==> config.mk <==
export PLATFORM = sky130hd
export DESIGN_NAME = adder_arbiter
export DESIGN_NICKNAME = d
export VERILOG_FILES = /design/src/rtl/adder_arb_pkg.sv /design/src/rtl/adder_arbiter_rr_pick.sv /design/src/rtl/adder_arbiter.sv
export SDC_FILE = /design/constraint.sdc
export NUM_CORES = 1
export LEC_CHECK = 0
export CORE_ASPECT_RATIO = 1.75
export CORE_MARGIN = 1
export CORE_UTILIZATION = 35
export CTS_CLUSTER_DIAMETER = 30
export DETAILED_ROUTE_END_ITERATION = 10
export PLACE_DENSITY = 0.75
export SLEW_MARGIN = 20
export SYNTH_ARGS = -nofsm -noshare
export SYNTH_HDL_FRONTEND = slang
export SYNTH_SLANG_ARGS = --single-unit
export TNS_END_PERCENT = 100
==> constraint.sdc <==
create_clock -name clk -period 1.7 [get_ports clk]
set_input_delay 0.255 -clock clk [delete_from_list [all_inputs] [get_ports clk]]
set_output_delay 0.255 -clock clk [all_outputs]
set_load 0.1 [all_outputs]
==> src/rtl/adder_arb_pkg.sv <==
// Shared types and constants for the shared-adder arbiter.
// Holds the FSM state encoding, the datapath width and the default requester count.
package adder_arb_pkg;
   localparam int DATA_W      = 8;
   localparam int NUM_REQ_DEF = 4;

   typedef enum logic [1:0] {
      IDLE = 2'd0,
      EXEC = 2'd1,
      RESP = 2'd2
   } state_t;
endpackage

==> src/rtl/adder_arbiter_rr_pick.sv <==
// Round-robin picker: first asserted request at or after ptr_i, wrapping at N-1.
// Purely combinational (0 cycles); no flow control of its own.
module rr_pick #(
   parameter int N = 4,
   parameter int W = 2
) (
   input  logic [N-1:0] req_i,
   input  logic [W-1:0] ptr_i,
   output logic [N-1:0] gnt_o,
   output logic [W-1:0] idx_o
);
   always_comb begin
      logic          found;
      int            c;
      logic [W-1:0]  ci;
      gnt_o = '0;
      idx_o = '0;
      found = 1'b0;
      c     = 0;
      ci    = '0;
      for (int i = 0; i < N; i++) begin
         c = int'(ptr_i) + i;
         if (c >= N) c = c - N;
         ci = W'(c);
         if (!found && req_i[ci]) begin
            found     = 1'b1;
            gnt_o[ci] = 1'b1;
            idx_o     = ci;
         end
      end
   end
endmodule

==> src/rtl/adder_arbiter.sv <==
// Shares one registered 8-bit adder among NUM_REQ requesters; response 2 cycles after accept,
// one op in flight, unbounded rsp backpressure holds RESP. ADDER_ARB_RR_EN selects round-robin.
module adder_arbiter
   import adder_arb_pkg::*;
#(
   parameter int NUM_REQ = NUM_REQ_DEF,
   parameter int ID_W    = 2
) (
   input  logic                      clk,
   input  logic                      reset,
   input  logic [NUM_REQ-1:0]        req_valid,
   input  logic [NUM_REQ*DATA_W-1:0] req_a,
   input  logic [NUM_REQ*DATA_W-1:0] req_b,
   output logic [NUM_REQ-1:0]        req_ready,
   output logic                      rsp_valid,
   output logic [ID_W-1:0]           rsp_id,
   output logic [DATA_W-1:0]         rsp_data,
   input  logic                      rsp_ready,
   output logic                      busy
);
   state_t              state_q;
   logic [DATA_W-1:0]   op_a_q, op_b_q, sum_q;
   logic [ID_W-1:0]     gid_q;
   logic                rsp_valid_q, busy_q;

   logic [NUM_REQ-1:0]  gnt;
   logic [ID_W-1:0]     gidx;
   logic [DATA_W-1:0]   op_a_d, op_b_d;

`ifdef ADDER_ARB_RR_EN
   logic [ID_W-1:0]     ptr_q;

   rr_pick #(.N(NUM_REQ), .W(ID_W)) u_pick (
      .req_i (req_valid),
      .ptr_i (ptr_q),
      .gnt_o (gnt),
      .idx_o (gidx)
   );
`else
   // Scan from the top so the lowest asserted index is the last (winning) write.
   always_comb begin
      gnt  = '0;
      gidx = '0;
      for (int i = NUM_REQ - 1; i >= 0; i--) begin
         if (req_valid[i]) begin
            gnt    = '0;
            gnt[i] = 1'b1;
            gidx   = ID_W'(i);
         end
      end
   end
`endif

   assign op_a_d = req_a[int'(gidx)*DATA_W +: DATA_W];
   assign op_b_d = req_b[int'(gidx)*DATA_W +: DATA_W];

   // Gated by reset so req_ready is low while reset is held, not only after an edge.
   assign req_ready = (state_q == IDLE && !reset) ? gnt : '0;
   assign rsp_valid = rsp_valid_q;
   assign rsp_id    = gid_q;
   assign rsp_data  = sum_q;
   assign busy      = busy_q;

   always_ff @(posedge clk or posedge reset) begin
      if (reset) begin
         state_q     <= IDLE;
         op_a_q      <= '0;
         op_b_q      <= '0;
         sum_q       <= '0;
         gid_q       <= '0;
         rsp_valid_q <= 1'b0;
         busy_q      <= 1'b0;
`ifdef ADDER_ARB_RR_EN
         ptr_q       <= '0;
`endif
      end else begin
         case (state_q)
            IDLE: begin
               if (|req_valid) begin
                  op_a_q  <= op_a_d;
                  op_b_q  <= op_b_d;
                  gid_q   <= gidx;
                  busy_q  <= 1'b1;
                  state_q <= EXEC;
`ifdef ADDER_ARB_RR_EN
                  ptr_q   <= (int'(gidx) == NUM_REQ - 1) ? '0 : gidx + 1'b1;
`endif
               end
            end
            EXEC: begin
               sum_q       <= op_a_q + op_b_q;
               rsp_valid_q <= 1'b1;
               state_q     <= RESP;
            end
            RESP: begin
               if (rsp_ready) begin
                  rsp_valid_q <= 1'b0;
                  busy_q      <= 1'b0;
                  state_q     <= IDLE;
               end
            end
            default: begin
               rsp_valid_q <= 1'b0;
               busy_q      <= 1'b0;
               state_q     <= IDLE;
            end
         endcase
      end
   end
endmodule

==> flow_summary.rst <==
.. list-table::
   :header-rows: 1

   * - Metric
     - Value
   * - Total Nets Final
     - between 400 and 500
   * - Total CTS buffers
     - 5
   * - Non-filler instance count after layout
     - around 400
   * - Pre-CTS worst setup slack
     - -0.232 ns
   * - Filler instances
     - between 400 and 500
   * - CTS max path bufs
     - 2
   * - Gate Count Post-Synth
     - 212
   * - Sequential share of the synthesized area
     - 37.9%
   * - Tightest Hold Check Type
     - in -> async
   * - Overall Power
     - roughly 0.007 W
   * - FF+latch count, synth
     - 30
   * - Simple-Gate Fraction of Synth Area
     - between 10% and 20%
   * - Min cycle time layout
     - 1.71 ns
   * - Violations in the final reports
     - negative setup slack
   * - Count of distinct cell types in the synthesized netlist
     - 47
   * - Starting utilization of the core area
     - between 30% and 40%
   * - Post-Syn Area per Cell
     - 9.34 um2
   * - Count of placed standard cells including taps
     - approximately 390
   * - Post-synthesis cell type with the largest combined area
     - sky130_fd_sc_hd__dfrtp_1
   * - Source of the worst register-to-register timing path
     - op_a_q[2]$_DFFE_PP0P_
   * - Maximum level of the CTS H-tree
     - 2
   * - Quantity of I/O buffers inserted on ports
     - 86
   * - Vias in the first global route
     - between 2k and 2.5k
   * - GRT Overall Usage
     - a little under a quarter
   * - First-pass GRT wire length
     - 10.5 mm
   * - Sum of routed wire length over all layers
     - around 6.6 mm
   * - Dpl hpwl
     - around 5.3 mm
   * - Compound-Gate Fraction of Synth Area
     - around 28%
   * - Share of cell area taken by muxes after synthesis
     - ~4.6%
   * - I/O pin count
     - 87
   * - IR Drop Worst-Case VDD
     - 1200 uV
   * - Async set or reset register ratio after synthesis
     - between 90% and 100%
   * - Predominant post-synthesis flop cell
     - sky130_fd_sc_hd__dfrtp_1
   * - Detailed-route via count
     - roughly 2.2k
   * - Share of the synthesized area in the top cell type
     - 37.9%
   * - Post-synthesis instance area
     - roughly 2000 um2
   * - Count of unresolved DRC violations after routing
     - 0
   * - Final critical-path share of the clock period
     - 101%
   * - Share of layout cells above drive strength 1
     - about a quarter
   * - Clock-pin slew on the worst setup and hold paths
     - roughly 0.070 ns
   * - Xor-xnor portion of the synthesized cell area
     - less than 1%
   * - Power density cells
     - 1930 nW/um2
   * - Detailed-route wire length per cell
     - approximately 16 um
   * - Status
     - complete, but fails checks
   * - Signal arrival time at the worst endpoint
     - 1.94 ns
   * - Transition time of the tightest slew-check pin
     - around 0.50 ns
   * - Number of vias per cell after detailed routing
     - between 5 and 6
   * - Later-pin clock latency in the skew report
     - between 0.2 and 0.3 ns
   * - Overall overflow remaining after global route
     - 0
   * - First-pass DRT Iterations
     - 4
   * - Antenna diode instance count
     - 0
   * - Required time of the worst setup path
     - ~1.9 ns
   * - FF-to-FF path depth
     - 5
   * - Synth warnings
     - 0
   * - Area delta synth->final
     - 78.4%
   * - Adder-cell area share of the yosys netlist
     - 5.44%
   * - Number of hold-slack violations in the final timing report
     - 0
   * - Remaining max-slew budget at the tightest pin
     - approximately 66%
   * - Top cells by count, synth
     - 30 x sky130_fd_sc_hd__dfrtp_1, 30 x sky130_fd_sc_hd__nand2_1, 9 x sky130_fd_sc_hd__a21o_1, 9 x sky130_fd_sc_hd__mux2i_1, 9 x sky130_fd_sc_hd__o22ai_1
   * - Worst r2r dst
     - rsp_data[6]$_DFFE_PP0P_
   * - Main combinational cell family by area after synthesis
     - compound AO/OA/AOI/OAI gates
   * - Number of nets with antenna violations after routing
     - 0
   * - Clock root cell
     - sky130_fd_sc_hd__clkbuf_8
   * - Least setup slack across all paths after layout
     - -0.0117 ns
   * - Leak pwr
     - ~1.5 nW
   * - Minimum hold slack
     - approximately 0.50 ns
   * - CTS tree
     - built
   * - Register-to-register path setup slack
     - -0.01 ns
   * - Die outline area
     - approximately 6000 um2
   * - Die height
     - approximately 100 um
   * - Number of buffers inserted for hold repair after clock tree synthesis
     - 0
   * - Gp weighted congestion
     - just under 0.9
   * - Count of maximum capacitance violations
     - 0
   * - Initial antenna violation count
     - 0
   * - Maximum clock frequency
     - 584 MHz
   * - EDFF count, synth
     - 0
   * - Leading cell types by total area after synthesis
     - sky130_fd_sc_hd__dfrtp_1 38%, sky130_fd_sc_hd__nand2_1 5.7%, sky130_fd_sc_hd__mux2i_1 4.6%, sky130_fd_sc_hd__ha_1 4.4%, sky130_fd_sc_hd__o221ai_1 3.5%
   * - Core ar.
     - around 5300 um2
   * - Total nets after synthesis
     - roughly 290
   * - Element type at the critical path start
     - flip-flop
   * - Crit path kind
     - reg -> reg
   * - Maximum number of pins on one net before global-route repair
     - 31
   * - Share of the core filled with cells in the final layout
     - about two thirds
   * - Final clock skew
     - ~0.0065 ns
   * - Largest driver fanout on the critical path
     - 3
   * - Total of endpoints with negative setup slack in the final report
     - 1
   * - Clock sink count
     - 30
   * - RSZ-0062 raised after global routing
     - yes
   * - Slew Limit Fails
     - 0
   * - DRC violation total after the first TritonRoute iteration
     - just under 60
   * - Site row count
     - 35
   * - Die width
     - roughly 59 um
   * - Worst setup EP type
     - flip-flop
==> cell type report <==
class / count / area, um2 / area share, %
inverter: 9 / 37.5 / 1.06
sequential: 30 / 753 / 21.3
multi-input combinational: 163 / 1250 / 35.3
tap: 74 / 92.6 / 2.62
clock buffer: 6 / 82.6 / 2.34
clock inverter: 2 / 12.5 / 0.354
timing repair buffer: 119 / 1310 / 37.0
==> repair_timing <==
action / CTS / global route
resized for setup: 9 / 6
pin swaps: 5 / 4
endpoints found under the setup margin: 5 / 12
hold endpoints to repair: 0 / 0
setup buffers: 1 / 2
==> cell usage in the layout, fill, tap and decap left out, types with 2 or more instances in the layout <==
master | synthesis | layout
sky130_fd_sc_hd__a211o_1 | 2 | 2
sky130_fd_sc_hd__a211oi_1 | 4 | 3
sky130_fd_sc_hd__a21o_1 | 9 | 9
sky130_fd_sc_hd__a22oi_1 | 4 | 4
sky130_fd_sc_hd__a22oi_2 | 3 | 3
sky130_fd_sc_hd__buf_12 | 0 | 19
sky130_fd_sc_hd__buf_4 | 0 | 30
sky130_fd_sc_hd__clkbuf_8 | 0 | 6
sky130_fd_sc_hd__clkdlybuf4s50_1 | 0 | 68
sky130_fd_sc_hd__clkinvlp_4 | 0 | 2
sky130_fd_sc_hd__dfrtp_1 | 30 | 28
sky130_fd_sc_hd__dfrtp_2 | 0 | 2
sky130_fd_sc_hd__ha_1 | 7 | 3
sky130_fd_sc_hd__ha_4 | 0 | 3
sky130_fd_sc_hd__inv_1 | 6 | 4
sky130_fd_sc_hd__inv_2 | 2 | 3
sky130_fd_sc_hd__mux2i_1 | 9 | 9
sky130_fd_sc_hd__nand2_1 | 30 | 29
sky130_fd_sc_hd__nand2b_1 | 3 | 3
sky130_fd_sc_hd__nand3_1 | 3 | 2
sky130_fd_sc_hd__nor2_1 | 8 | 4
sky130_fd_sc_hd__nor2_4 | 1 | 4
sky130_fd_sc_hd__nor3_1 | 4 | 3
sky130_fd_sc_hd__nor3_4 | 0 | 2
sky130_fd_sc_hd__nor3b_1 | 3 | 3
sky130_fd_sc_hd__o21a_1 | 3 | 3
sky130_fd_sc_hd__o21ai_0 | 8 | 8
sky130_fd_sc_hd__o21ai_1 | 7 | 7
sky130_fd_sc_hd__o221ai_1 | 8 | 8
sky130_fd_sc_hd__o22ai_1 | 9 | 9
sky130_fd_sc_hd__o31a_1 | 2 | 2
sky130_fd_sc_hd__o31ai_1 | 8 | 8
sky130_fd_sc_hd__or3_1 | 8 | 8
==> worst max-delay path, stage by stage, from the launching register on <==
cell and delay (ns):
sky130_fd_sc_hd__dfrtp_1 0.39, sky130_fd_sc_hd__ha_1 0.32, sky130_fd_sc_hd__nor2b_2 0.17, sky130_fd_sc_hd__o31a_1 0.28, sky130_fd_sc_hd__or4_1 0.40, sky130_fd_sc_hd__nand3_1 0.08
==> sequential cells by signal (all words and copies together) (netlist names) <==
register	cells
busy	1
op_a_q	8
op_b_q	8
rsp_data	8
rsp_id	2
rsp_valid	1
state_q	2
==> per-layer routing <==
layer | up-vias | GRT usage, % | share of wire, %
met5 | - | 0 | 0
met4 | 0 | 10.6 | 2.9
met3 | 18 | 4.34 | 3.8
met2 | 77 | 45.5 | 57
met1 | 1036 | 23.1 | 36
li1 | 1032 | - | -
==> where the power goes <==
group          total (W)  internal (W)  switching [W]
Sequential       0.00147       0.00110       0.000373
Combinational    0.00473       0.00210        0.00263
Clock           0.000612      0.000325       0.000287
Total            0.00682       0.00352        0.00329
==> per-stage QoR <==
stage | TNS [ns] | area (um2)
after floorplan | -0.139 | 2030
after global placement | -2.43 | 3340
after detailed placement | -3.02 | 3340
after CTS | -0.0110 | 3480
after global routing | -0.0949 | 3530
final | -0.0117 | 3530
==> how the worst max path moves through the flow <==
stage / start / endpoint / slack, ns
2_1_floorplan: reset / req_ready[1] / -0.14
3_3_place_gp: req_valid[2] / op_b_q[1]$_DFFE_PP0P_ / -0.19
3_5_place_dp: req_valid[2] / op_b_q[1]$_DFFE_PP0P_ / -0.23
4_1_cts: op_b_q[0]$_DFFE_PP0P_ / rsp_data[6]$_DFFE_PP0P_ / -0.01
5_1_grt: op_a_q[0]$_DFFE_PP0P_ / rsp_data[6]$_DFFE_PP0P_ / -0.08
6_report: op_a_q[2]$_DFFE_PP0P_ / rsp_data[6]$_DFFE_PP0P_ / -0.01
==> kinds of logic (layout without fill, tap and decap cells) <==
logic type,count (synthesis),in the layout
adder cells (fa/ha/maj),8,8
multiplexers,9,9
flip-flops,30,30
XOR/XNOR,2,2
AO/OA/AOI/OAI,75,75
buffers and inverters,19,136
AND/OR/NAND/NOR,69,69
Power figures use the tool's default switching activity.
